**src/rtl/mem_access_stage.sv**
```systemverilog
// MIPS memory-access stage: word load/store over a req/ack bus, one writeback beat per op.
// Latency 1 for non-memory/misaligned ops, 2 + ack-wait for bus ops; ex_ready low while a bus op is outstanding.
module mem_access_stage #(
  parameter int SIZE           = 32,
  parameter int TIMEOUT_CYCLES = 16
) (
  input  logic            clk,
  input  logic            rst_n,
  input  logic            ex_valid,
  output logic            ex_ready,
  input  logic [SIZE-1:0] alu_result,
  input  logic [SIZE-1:0] store_data,
  input  logic            mem_read,
  input  logic            mem_write,
  input  logic            reg_write,
  input  logic [4:0]      rd,
  output logic            mem_req,
  output logic            mem_we,
  output logic [SIZE-1:0] mem_addr,
  output logic [SIZE-1:0] mem_wdata,
  input  logic [SIZE-1:0] mem_rdata,
  input  logic            mem_ack,
  output logic            wb_valid,
  output logic [SIZE-1:0] wb_data,
  output logic [4:0]      wb_rd,
  output logic            wb_reg_write,
  output logic            err_misalign,
  output logic            err_timeout
);

  typedef enum logic {IDLE, WAIT} state_t;

  localparam logic [7:0] CNT_LAST = 8'(TIMEOUT_CYCLES - 1);

  state_t          state_q, state_d;
  logic [7:0]      cnt_q, cnt_d;
  logic            mem_req_q, mem_req_d;
  logic            mem_we_q, mem_we_d;
  logic [SIZE-1:0] mem_addr_q, mem_addr_d;
  logic [SIZE-1:0] mem_wdata_q, mem_wdata_d;
  logic [4:0]      rd_q, rd_d;
  logic            regw_q, regw_d;
  logic            wb_valid_q, wb_valid_d;
  logic [SIZE-1:0] wb_data_q, wb_data_d;
  logic [4:0]      wb_rd_q, wb_rd_d;
  logic            wb_reg_write_q, wb_reg_write_d;
  logic            err_mis_q, err_mis_d;
  logic            err_to_q, err_to_d;

  always_comb begin
    state_d        = state_q;
    cnt_d          = cnt_q;
    mem_req_d      = mem_req_q;
    mem_we_d       = mem_we_q;
    mem_addr_d     = mem_addr_q;
    mem_wdata_d    = mem_wdata_q;
    rd_d           = rd_q;
    regw_d         = regw_q;
    wb_valid_d     = 1'b0;
    wb_data_d      = wb_data_q;
    wb_rd_d        = wb_rd_q;
    wb_reg_write_d = wb_reg_write_q;
    err_mis_d      = 1'b0;
    err_to_d       = 1'b0;

    case (state_q)
      IDLE: begin
        if (ex_valid) begin
          if (!(mem_read || mem_write)) begin
            wb_valid_d     = 1'b1;
            wb_data_d      = alu_result;
            wb_rd_d        = rd;
            wb_reg_write_d = reg_write;
          end else if (alu_result[1:0] != 2'b00) begin
            wb_valid_d     = 1'b1;
            err_mis_d      = 1'b1;
            wb_data_d      = alu_result;
            wb_rd_d        = rd;
            wb_reg_write_d = 1'b0;
          end else begin
            // store wins when both read and write are flagged
            state_d     = WAIT;
            cnt_d       = 8'd0;
            mem_req_d   = 1'b1;
            mem_we_d    = mem_write;
            mem_addr_d  = alu_result;
            mem_wdata_d = store_data;
            rd_d        = rd;
            regw_d      = reg_write;
          end
        end
      end
      WAIT: begin
        if (mem_ack) begin
          state_d        = IDLE;
          mem_req_d      = 1'b0;
          wb_valid_d     = 1'b1;
          wb_rd_d        = rd_q;
          wb_data_d      = mem_we_q ? mem_addr_q : mem_rdata;
          wb_reg_write_d = mem_we_q ? 1'b0 : regw_q;
        end else if (cnt_q == CNT_LAST) begin
          state_d        = IDLE;
          cnt_d          = 8'd0;
          mem_req_d      = 1'b0;
          wb_valid_d     = 1'b1;
          err_to_d       = 1'b1;
          wb_rd_d        = rd_q;
          wb_data_d      = mem_addr_q;
          wb_reg_write_d = 1'b0;
        end else begin
          cnt_d = cnt_q + 8'd1;
        end
      end
      default: state_d = IDLE;
    endcase
  end

  always_ff @(posedge clk or negedge rst_n) begin
    if (!rst_n) begin
      state_q        <= IDLE;
      cnt_q          <= 8'd0;
      mem_req_q      <= 1'b0;
      mem_we_q       <= 1'b0;
      mem_addr_q     <= '0;
      mem_wdata_q    <= '0;
      rd_q           <= 5'd0;
      regw_q         <= 1'b0;
      wb_valid_q     <= 1'b0;
      wb_data_q      <= '0;
      wb_rd_q        <= 5'd0;
      wb_reg_write_q <= 1'b0;
      err_mis_q      <= 1'b0;
      err_to_q       <= 1'b0;
    end else begin
      state_q        <= state_d;
      cnt_q          <= cnt_d;
      mem_req_q      <= mem_req_d;
      mem_we_q       <= mem_we_d;
      mem_addr_q     <= mem_addr_d;
      mem_wdata_q    <= mem_wdata_d;
      rd_q           <= rd_d;
      regw_q         <= regw_d;
      wb_valid_q     <= wb_valid_d;
      wb_data_q      <= wb_data_d;
      wb_rd_q        <= wb_rd_d;
      wb_reg_write_q <= wb_reg_write_d;
      err_mis_q      <= err_mis_d;
      err_to_q       <= err_to_d;
    end
  end

  assign ex_ready     = (state_q == IDLE);
  assign mem_req      = mem_req_q;
  assign mem_we       = mem_we_q;
  assign mem_addr     = mem_addr_q;
  assign mem_wdata    = mem_wdata_q;
  assign wb_valid     = wb_valid_q;
  assign wb_data      = wb_data_q;
  assign wb_rd        = wb_rd_q;
  assign wb_reg_write = wb_reg_write_q;
  assign err_misalign = err_mis_q;
  assign err_timeout  = err_to_q;

endmodule

```
**config.mk**
```make
export PLATFORM = sky130hd
export DESIGN_NAME = mem_access_stage
export DESIGN_NICKNAME = d
export VERILOG_FILES = /design/src/rtl/mem_access_stage.sv
export SDC_FILE = /design/constraint.sdc
export NUM_CORES = 1
export LEC_CHECK = 0
export CORE_MARGIN = 2
export CORE_UTILIZATION = 37
export DETAILED_ROUTE_END_ITERATION = 10
export GPL_ROUTABILITY_DRIVEN = 1
export PLACE_DENSITY = 0.81
export SLEW_MARGIN = 20
export SYNTH_ARGS = -nofsm -noshare
export SYNTH_HDL_FRONTEND = slang
export SYNTH_SLANG_ARGS = --single-unit
```
**constraint.sdc**
```tcl
create_clock -name clk -period 1.9 [get_ports clk]
set_input_delay 0.285 -clock clk [delete_from_list [all_inputs] [get_ports clk]]
set_output_delay 0.285 -clock clk [all_outputs]
set_load 0.1 [all_outputs]
```
### After elaboration in Yosys (flattened, before gate mapping)

Index checks and enable logic that the tools add are counted.

* div/mod/pow operators: 0
* equal/unequal tests: 7
* shift-type cells: 0
* add/sub/neg operators: 1
* bitwise operators: 2
* reduce and logical (&&, ||, !) cells: 6
* $lt $le $gt $ge: 0
* multiply operators: 0
* muxes and demuxes: 48

Operator list (count)
* 32-bit 2-to-1 mux: 6
* 32-bit one-hot mux with 2 select lines: 1
* 8-bit 2-to-1 mux: 5
* 1-bit 2-to-1 mux: 25
* 5-bit 2-to-1 mux: 5
* 8-bit one-hot mux with 2 select lines: 1
* 4-bit AND reduction: 3
* 5-bit one-hot mux with 2 select lines: 1
* 8-bit by 1-bit adder with 8-bit output (second input constant): 1
* 8-bit by 4-bit == test with 1-bit output (second input constant): 1
* 1-bit one-hot mux with 2 select lines: 4
* 2-bit inequality test (second input constant): 3
* 3-bit by 2-bit inequality test with 1-bit output (second input constant): 2
* 3-bit AND reduction: 1
* 2-bit by 1-bit inequality test with 1-bit output (second input constant): 1
* 1-bit NOT: 2
* 2-bit nonzero test: 1
* 1-bit logical OR: 1

* register bits after elaboration: 122
* input bits: 108
* memory bits (read-only): 0
* logic and storage cells: 78
* memories: 0
* latch bits: 0
* RAM bits: 0
* output and inout bits: 108

### Depth between registers and ports, before layout

Gate-level depths: netlist (run 1).

* depth in word-level cells: 5
* depth in mapped cells: 6
* gate-level depth less buffers: 5

### Worst setup path after synthesis (run 1)

OpenSTA, ideal clock, no wires.

* kind: register to register
* from: register mem_we_q (netlist: mem_we)
* to: register wb_data_q[24] (netlist: wb_data[24])
* setup slack: -0.410 ns
* arrival time: 2.182 ns
* clock period less this slack: 2.310 ns
* buffers on the path: 2
* cell stages (with the launch flop): 7
* data required time: 1.772 ns
* setup time: 0.128 ns
* path through: dfrtp_1 -> nand2b_1 -> clkbuf_1 -> buf_2 -> mux2i_1 -> a21oi_1 -> mux2_1

* cells in the longest elaborated chain, start to end: 3

RTL lines
* from (decl): RTL line 38 `logic mem_we_q, mem_we_d;`
* from (signal assigned): RTL line 138 `mem_we_q <= mem_we_d;`
* 32-bit 2-to-1 mux: RTL line 99 `wb_data_d = mem_we_q ? mem_addr_q : mem_rdata;`
* 32-bit 2-to-1 mux: RTL line 94 `if (mem_ack) begin`
* 32-bit one-hot mux with 2 select lines: RTL line 66 `case (state_q)`
* to (signal assigned): RTL line 144 `wb_data_q <= wb_data_d;`
* to (decl): RTL line 44 `logic [SIZE-1:0] wb_data_q, wb_data_d;`

No other way between the ends.
A chain may end at the register's enable or synchronous reset.

### Final worst setup path (run 1)

* from: register cnt_q[4]
* to: register wb_data_q[18] (netlist: wb_data[18])

* cells in the longest elaborated chain, start to end: 3

RTL lines
* from (decl): RTL line 36 `logic [7:0] cnt_q, cnt_d;`
* from (signal assigned): RTL line 136 `cnt_q <= cnt_d;`
* 8-bit by 4-bit == test with 1-bit output: RTL line 101 `end else if (cnt_q == CNT_LAST) begin`
* 3-bit by 2-bit inequality test with 1-bit output (no source line)
* 3-bit AND reduction (no source line)

No other way between the ends.

==> results of run 1 <==
[report_power, final]
| part | switching (W) | leakage (nW) | internal [W] |
|---|---|---|---|
| Clock | 0.00103 | 0.256 | 0.00177 |
| Sequential | 0.000383 | 1.47 | 0.00320 |
| Combinational | 0.00483 | 2.04 | 0.00157 |
[final cells by class]
cell class                      count  share of cell area, %
Inverter                            1                 0.0910
Tap cell                          184                   2.79
Multi-Input combinational cell    262                   26.9
Clock buffer                       26                   6.05
Clock inverter                      3                  0.182
Timing Repair Buffer              244                   26.9
Sequential cell                   122                   37.1
[logic make-up after synthesis]
kind of cell | after synthesis | synth area share [%]
DFF | 122 | 56.7
muxes | 144 | 29.4
AOI/OAI and AO/OA | 53 | 5.42
and+or+nand+nor | 63 | 5.42
xor gates and xnor gates | 1 | 0.163
adders and majority gates | 1 | 0.233
buffers and inverters | 26 | 2.63
[registers in the layout, summed over array words and instances (netlist names), 5 cells and up]
signal / flops
cnt_q: 8
mem_addr: 32
mem_wdata: 32
rd_q: 5
wb_data: 32
wb_rd: 5
[through the flow]
| stage | utilization, % | worst slack (ns) | hold WS, ns | cells |
|---|---|---|---|---|
| final | 57.4 | 0.0407 | 0.379 | 842 |
| after global routing | 57.4 | -0.0399 | 0.397 | 842 |
| after CTS | 57.3 | -0.00316 | 0.362 | 841 |
| after detailed placement | 53.5 | -0.172 | 0.265 | 811 |
| after global placement | 53.5 | -0.125 | 0.260 | 811 |
| after floorplan | - | -0.0318 | -0.0106 | 410 |
[final timing paths]
path,start,endpoint,slack (ns)
min in group clk,store_data[17],mem_wdata[17],0.49
hold / removal,rst_n,mem_addr[27],0.38
hold reg to reg,wb_data[29],wb_data[29],0.49
setup reg to reg,cnt_q[4],wb_data[18],0.04
max in group asynchronous,rst_n,wb_data[24],0.96
setup / recovery,cnt_q[4],wb_data[18],0.04
[cell usage after synthesis]
cell      count  share of area, %
a21oi_1      40               3.7
buf_4         2              0.28
nor2_1       36               2.5
dfrtp_1     122                57
nand2_1       6              0.42
mux2_2      103                22
or3_1         3              0.35
or4_1         2              0.28
nor3b_1       1              0.14
and3_1        2              0.23
o31ai_1       2              0.28
nand2b_1      3              0.35
clkbuf_1      7              0.49
o21ai_2       1              0.16
nor2b_1       3              0.35
o21ai_0       4              0.37
a41oi_1       1              0.16
a32o_1        1              0.19
o21a_1        1              0.14
buf_2        14               1.3
mux2i_1      32               6.0
nand3_1       5              0.47
nor3_1        1             0.093
inv_1         1             0.070
o22ai_1       1              0.12
xor2_1        1              0.16
o311ai_0      1              0.16
buf_6         1              0.21
nor4_2        1              0.23
a31oi_1       1              0.12
buf_8         1              0.28
ha_1          1              0.23
mux2_1        9               1.9
[per-layer routing]
metal / part of all wire, % / global-route usage (%) / up-vias / wire length (um)
met4: 2.1 / 8.13 / 0 / 282
li1: - / - / 1954 / -
met1: 40 / 21.3 / 2018 / 5470
met3: 7.9 / 6.79 / 22 / 1080
met5: 0 / 0 / - / 0
met2: 50 / 30.2 / 171 / 6800
[cell usage in the layout, fill, tap and decap left out, drive strengths merged, types with 2 or more instances in the layout]
master and count:
buf 137, dfrtp 122, mux2 112, clkdlybuf4s50 106, a21oi 40, nor2 36, mux2i 32, clkbuf 26
nand2 6, nand3 5, o21ai 5, nor2b 3, or3 3, clkinv 3, nand2b 3, o31ai 2
or4 2, and3 2
[worst max-delay path: cells and delay by family, from the launching register on]
family	cells	cell delay, ns
muxes	1	0.35
and+or+nand+nor	1	0.32
DFF	1	0.42
AOI/OAI and AO/OA	2	0.42
buffers and inverters	1	0.22
[repair_timing]
| action | in CTS | in global routing |
|---|---|---|
| hold endpoints to repair | 28 | 0 |
| gates resized for setup | 4 | 0 |
| hold buffers | 1 | 0 |
| pin swaps | 0 | 1 |
| buffers inserted | 0 | 1 |
| endpoints found under the setup margin | 37 | 37 |
==> flow_metrics.py, run 1 <==
metrics = {
    "routing": {
        "wl_per_cell_um": 16.2,
        "wl_um": 13600,
        "via_count": 4165,
        "dr.pass1.iters": 4,
        "viasPerCell": 4.95,
        "drtIter0Drc": 171,
        "ant_nets": 0,
        "drc": 0,
    },
    "final_layout": {
        "final_layout_size_suffix_gt1_share_pct": 41.5,
        "syn_to_final_growth_pct": 53.3,
        "fin_area_um2": 8250,
        "seq_area_um2": 3060,
        "fillers": 1169,
        "multi_input_area_um2": 2220,
        "fin_nets": 757,
        "n_antenna_cell": 0,
    },
    "synthesis": {
        "synth_nets": 519,
        "ys_types": 33,
        "ys_ff_latch": 122,
        "syn_area_per_cell_um2": 13.1,
        "syn_area_um2": 5380,
        "syn_inst": 410,
        "yosysWarnings": 0,
        "seq_area_frac_synth_pct": 56.7,
    },
    "run": {
        "cap_viol_max_count": 0,
    },
    "timing": {
        "max_freq_mhz": 538,
        "period_needed_ns": 1.86,
        "hold_viol_final": 0,
        "maxSlewHeadroom_pct": 68.8,
        "period_share_pct": 97.9,
        "tns_ns": 0,
        "setup_viol": 0,
        "worst_pin_slew_ns": 0.465,
        "grt_setup_unrepaired": "yes",
        "maxSlewViolCount": 0,
        "fin_skew_ns": 0.00618,
    },
    "worst_setup_path": {
        "arrival_ns": 2.14,
        "crit_chain": "nor4_4 -> a41oi_2 -> o21ai_4 -> buf_12 -> mux2_2",
        "crit_slowest_cell": "dfrtp_1",
        "cp-end-kind": "flop",
        "required_ns": 2.19,
        "cp_max_fo": 25,
        "ff2ff_path_depth": 5,
        "cpPeakStageDelay_ns": 0.42,
        "critPathLaunchType": "flop",
        "critPathKind": "reg2reg",
    },
    "global_routing": {
        "grt_start_max_net_pins": 44,
        "grt_pass1_vias": 4516,
        "track_usage_pct": 18.3,
        "grt_pass1_wl_um": 22700,
        "grt_overflow": 0,
        "antenna_found_initial": 0,
    },
    "floorplan": {
        "fp.dieArea_um2": 15500,
        "core_um2": 14400,
        "initial_core_util_pct": 37.4,
        "die_h_um": 125,
        "rows": 44,
        "die_x_um": 125,
        "ioPinCount": 216,
    },
    "clock_tree": {
        "h-tree-depth": 4,
        "clock_path_buffers": 2,
        "worst_skew_pair.late_latency_ns": 0.40,
        "root_buffer": "clkbuf_16",
        "path_clk_slew_ns": 0.05,
        "cts_tree": "done",
        "cts_buffers": 17,
        "clkSinkCount": 122,
    },
    "hold_path": {
        "min_path_type": "in2async",
    },
    "pwr": {
        "ir_drop_uv": 909,
        "total_power_w": 0.0128,
        "p_leak_nw": 3.76,
        "power_density_nw_per_um2": 1550,
    },
    "placement": {
        "placed_cell_area_um2": 7690,
        "dp_hpwl_um": 10200,
        "port_buffers": 215,
        "routabilityCongestion": 0.845,
    },
    "status": {
        "status": "complete, no violations",
    },
}
(Power assumes the default switching activity.)
==> run 2, diff against run 1 <==
- CORE_ASPECT_RATIO: default -> 1.4
- MAX_ROUTING_LAYER: default -> met4
==> flow_metrics.py, run 2 (same netlist as run 1, synthesis figures left out) <==
metrics = {
    "status": {
        "status": "complete, but fails checks",
        "violations": "hold timing",
    },
    "final_layout": {
        "final_layout_size_suffix_gt1_share_pct": 42.3,
        "seq_area_um2": 3060,
        "syn_to_final_growth_pct": 54.0,
        "fin_nets": 753,
        "final_cell_mix": "buf_4 (128), dfrtp_1 (120), clkdlybuf4s50_1 (106), mux2_2 (100), a21oi_1 (40)",
        "fillers": 1201,
        "final_common_cell": "buf_4",
        "multi_input_area_um2": 2230,
        "n_antenna_cell": 0,
    },
    "pwr": {
        "ir_drop_uv": 1040,
        "power_density_nw_per_um2": 1600,
        "internal-power_w": 0.00684,
        "p_sw_w": 0.00643,
        "p_leak_nw": 3.76,
        "combPwrFrac_pct": 48.0,
        "clkPwrFrac_pct": 25.1,
        "p_sw_share_pct": 48.5,
        "p_seq_share_pct": 26.9,
    },
    "timing": {
        "hold_viol_final": 36,
        "maxSlewViolCount": 0,
        "holdWs_ns": -0.0492,
        "fin_skew_ns": 0.00869,
        "worst_pin_slew_ns": 0.677,
        "setup_viol": 0,
        "grt_setup_unrepaired": "yes",
        "tns_ns": 0,
        "maxSlewHeadroom_pct": 54.9,
        "period_needed_ns": 1.89,
        "max_freq_mhz": 528,
        "period_share_pct": 99.7,
    },
    "worst_setup_path": {
        "arrival_ns": 2.18,
        "cp_max_fo": 25,
        "critPathKind": "reg2reg",
        "cpPeakStageDelay_ns": 0.41,
        "path_depth": 5,
        "ff2ff_path_depth": 5,
        "required_ns": 2.19,
        "cp-end-kind": "flop",
        "crit_chain": "nor4_4 -> a41oi_2 -> o21ai_4 -> buf_12 -> mux2_2",
        "crit_family": "compound AO/OA/AOI/OAI gates",
        "critPathLaunchType": "flop",
        "r2r_setup_slack_ns": 0.006,
        "crit_slowest_cell": "dfrtp_1",
        "crit_buf_inv": 1,
    },
    "routing": {
        "viasPerCell": 4.91,
        "drtIter0Drc": 132,
        "ant_nets": 0,
        "wl_um": 13900,
        "wl_per_cell_um": 16.4,
        "via_count": 4153,
        "drc": 0,
        "dr.pass1.iters": 4,
    },
    "floorplan": {
        "initial_core_util_pct": 37.6,
        "ioPinCount": 216,
        "rows": 52,
        "die_h_um": 147,
        "core_um2": 14300,
        "die_x_um": 106,
        "fp.dieArea_um2": 15500,
    },
    "global_routing": {
        "grt_start_max_net_pins": 123,
        "grt_pass1_wl_um": 22200,
        "track_usage_pct": 18.7,
        "grt_pass1_vias": 4485,
        "antenna_found_initial": 0,
        "grt_overflow": 0,
    },
    "clock_tree": {
        "h-tree-depth": 4,
        "worst_skew_pair.late_latency_ns": 0.40,
        "clock_path_buffers": 2,
        "path_clk_slew_ns": 0.06,
        "clkSinkCount": 122,
        "cts_buffers": 17,
        "cts_tree": "done",
        "root_buffer": "clkbuf_16",
    },
    "placement": {
        "dp_hpwl_um": 10000,
        "routabilityCongestion": 0.779,
        "port_buffers": 215,
    },
    "run": {
        "cap_viol_max_count": 0,
    },
    "hold_path": {
        "min_path_type": "in2async",
    },
}
==> run 2: changes by cell type in the layout (fill, tap and decap cells not counted), moves of 2 or more <==
cell / before / now
mux2_4: 2 / 4
mux2_2: 102 / 100
bufinv_16: 0 / 3
inv_6: 0 / 5
clkbuf_8: 4 / 0
buf_12: 9 / 6
clkinv_4: 0 / 3
clkinv_2: 3 / 0
clkbuf_1: 5 / 0
clkinvlp_4: 1 / 5
==> run 2: final timing paths <==
| check | start | endpoint |
|---|---|---|
| max reg2reg | cnt_q[5] | wb_data[14] |
| max in group asynchronous | rst_n | mem_we |
| min in group clk | store_data[12] | mem_wdata[12] |
| min | rst_n | mem_addr[30] |
| max | cnt_q[5] | wb_data[14] |
| min reg2reg | wb_data[29] | wb_data[29] |
==> run 2: area by class of cell <==
| class | count | share of cell area (%) |
|---|---|---|
| Clock buffer | 17 | 5.13 |
| Clock inverter | 15 | 2.29 |
| Inverter | 1 | 0.0906 |
| Multi-Input combinational cell | 262 | 26.9 |
| Sequential cell | 122 | 36.9 |
| Tap cell | 189 | 2.85 |
| Timing Repair Buffer | 240 | 25.8 |
==> run 2: power groups by stage <==
stage	Clock [W]	Combinational, W	Sequential [W]
finish	0.00332	0.00638	0.00357
global route	0.00353	0.00654	0.00365
CTS	0.00341	0.00641	0.00358
detailed placement	0	0.00639	0.00361
global placement	0	0.00632	0.00358
floorplan	0	0.000939	0.00749
==> run 2: stage by stage <==
stage               worst slack, ns  cells  utilization [%]  area (um^2)  power [W]
floorplan                   -0.0318    410                -         5400    0.00843
global placement             -0.108    813             53.4         7640    0.00990
detailed placement           -0.160    813             53.4         7640     0.0100
CTS                        -0.00609    845             57.8         8280     0.0134
global route                -0.0883    846             57.9         8290     0.0137
finish                      0.00554    846             57.9         8290     0.0133
==> run 2: metal layers <==
layer / global-route usage [%] / up-vias / routed length (um)
met3: 4.55 / 29 / 728
li1: - / 1942 / -
met4: 7.89 / 0 / 320
met2: 33.2 / 164 / 7430
met5: - / - / 0
met1: 19.7 / 2018 / 5380
==> run 2: timing repair <==
action | 4_1_cts | 5_1_grt
setup endpoints to repair | 38 | 38
resized for setup | 4 | 1
gates cloned | 0 | 0
hold buffers | 0 | 0
buffers inserted | 0 | 1
==> run 3, diff against run 2 <==
--- a/constraint.sdc
+++ b/constraint.sdc
@@ -3,2 +3,2 @@
 set_output_delay 0.285 -clock clk [all_outputs]
-set_load 0.1 [all_outputs]
+set_load 0.05 [all_outputs]
==> flow_metrics.py, run 3 (same netlist as run 1, synthesis figures left out) <==
metrics = {
    "worst_setup_path": {
        "arrival_ns": 1.57,
        "required_ns": 1.62,
        "crit_start": "mem_wdata[16]",
        "cp_max_fo": 2,
        "crit_slowest_cell": "clkdlybuf4s50_1",
        "crit_buf_inv": 1,
        "crit_family": "buffers and inverters",
        "reg2reg_from": "cnt_q[5]",
        "crit_chain": "clkdlybuf4s50_1",
        "cpPeakStageDelay_ns": 0.82,
        "critPathKind": "reg2out",
        "cp-end-kind": "primary output",
        "critPathLaunchType": "flop",
    },
    "timing": {
        "max_freq_mhz": 539,
        "period_needed_ns": 1.86,
        "maxSlewViolCount": 0,
        "fin_skew_ns": 0.00720,
        "tns_ns": 0,
        "holdWs_ns": 0.404,
        "period_share_pct": 97.7,
        "maxSlewHeadroom_pct": 62.1,
        "setup_ws_ns": 0.0434,
        "hold_viol_final": 0,
        "setup_viol": 0,
        "worst_pin_slew_ns": 0.568,
        "grt_setup_unrepaired": "yes",
    },
    "floorplan": {
        "die_h_um": 147,
        "initial_core_util_pct": 37.6,
        "rows": 52,
        "die_x_um": 106,
        "core_um2": 14300,
        "ioPinCount": 216,
        "fp.dieArea_um2": 15500,
    },
    "pwr": {
        "ir_drop_uv": 662,
        "combPwrFrac_pct": 39.4,
        "p_leak_nw": 4.24,
        "total_power_w": 0.0111,
        "p_sw_share_pct": 37.7,
        "p_sw_w": 0.00419,
        "p_seq_share_pct": 31.9,
        "internal-power_w": 0.00694,
        "clkPwrFrac_pct": 28.7,
        "power_density_nw_per_um2": 1290,
    },
    "placement": {
        "dpl_worst_slack_ns": -0.161,
        "post-place-cells": 812,
        "port_buffers": 215,
        "routabilityCongestion": 0.763,
        "dp_hpwl_um": 10600,
    },
    "clock_tree": {
        "cts_buffers": 17,
        "h-tree-depth": 4,
        "clock_path_buffers": 2,
        "root_buffer": "clkbuf_16",
        "cts_setup_buffers": 0,
        "clkSinkCount": 122,
        "worst_skew_pair.late_latency_ns": 0.40,
        "path_clk_slew_ns": 0.06,
        "cts_tree": "done",
    },
    "routing": {
        "ant_nets": 0,
        "drtIter0Drc": 146,
        "viasPerCell": 4.95,
        "wl_um": 14300,
        "drc": 0,
        "dr.pass1.iters": 4,
        "via_count": 4181,
        "wl_per_cell_um": 16.9,
    },
    "final_layout": {
        "multi_input_area_um2": 2210,
        "syn_to_final_growth_pct": 60.8,
        "fillers": 1165,
        "final_common_cell": "clkdlybuf4s50_1",
        "seq_area_um2": 3060,
        "n_antenna_cell": 0,
        "final_layout_size_suffix_gt1_share_pct": 25.2,
        "final_cell_mix": "clkdlybuf4s50_1 (143), dfrtp_1 (120), mux2_2 (103), dlymetal6s2s_1 (57), a21oi_1 (40)",
        "fin_nets": 752,
        "final_cells": 845,
    },
    "global_routing": {
        "antenna_found_initial": 0,
        "grt_pass1_wl_um": 22800,
        "grt_pass1_vias": 4584,
        "grt_overflow": 0,
        "grt_start_max_net_pins": 48,
        "track_usage_pct": 19.2,
    },
    "status": {
        "status": "complete, no violations",
    },
    "run": {
        "cap_viol_max_count": 0,
    },
    "hold_path": {
        "min_path_type": "in2async",
    },
}
==> run 3: cell types whose count changed in the layout (fill, tap and decap cells not counted), moves of 2 or more <==
cell	before	now
mux2_4	4	0
dlymetal6s2s_1	0	57
mux2_2	100	103
clkinvlp_4	5	1
buf_4	128	17
dlygate4sd2_1	0	13
clkdlybuf4s50_1	106	143
clkbuf_1	0	2
clkinv_2	0	5
inv_6	5	0
==> run 3: layout make-up <==
type / instances / area share (%)
flip-flops and latches: 122 / 35.3
repair buffers: 239 / 29.4
multi-input cells: 262 / 25.6
clock buffers: 20 / 5.16
well taps: 189 / 2.73
clock inverters: 12 / 1.72
inverters: 1 / 0.0434
==> run 3: path summary, 6_finish.rpt <==
kind	endpoint	depth (start not counted)	slack [ns]
max in group asynchronous	mem_addr[11]	3	0.90
max reg2reg	wb_data[16]	5	0.06
min reg2reg	wb_data[28]	1	0.48
max	mem_wdata[16]	1	0.04
min	regw_q	2	0.40
min in group clk	wb_data[28]	1	0.48
==> run 3: through the flow <==
step,util (%),cell area (um^2)
2_1_floorplan,-,5380
3_3_place_gp,55.2,7900
3_5_place_dp,55.2,7900
4_1_cts,59.4,8500
5_1_grt,60.4,8650
6_report,60.4,8650
==> run 3: timing repair <==
| action | CTS | global route |
|---|---|---|
| endpoints found under the setup margin | 27 | 95 |
| pin swaps | 0 | 0 |
| hold endpoints to repair | 35 | 0 |
| gates resized for setup | 15 | 58 |
| hold buffers | 1 | 0 |
==> run 3: power by group through the flow <==
stage / combinational, W / sequential, W / clock [W]
2_1_floorplan: 0.000909 / 0.00544 / 0
3_3_place_gp: 0.00442 / 0.00357 / 0
3_5_place_dp: 0.00449 / 0.00360 / 0
4_1_cts: 0.00446 / 0.00357 / 0.00329
5_1_grt: 0.00457 / 0.00363 / 0.00341
6_report: 0.00439 / 0.00355 / 0.00320
==> run 3: metal layers <==
| layer | vias up | GRT usage (%) | share of wire [%] |
|---|---|---|---|
| li1 | 1934 | - | - |
| met4 | 0 | 8.75 | 2.3 |
| met3 | 28 | 5.13 | 5.2 |
| met1 | 2061 | 19.4 | 37 |
| met2 | 158 | 34.3 | 56 |
| met5 | - | - | 0 |
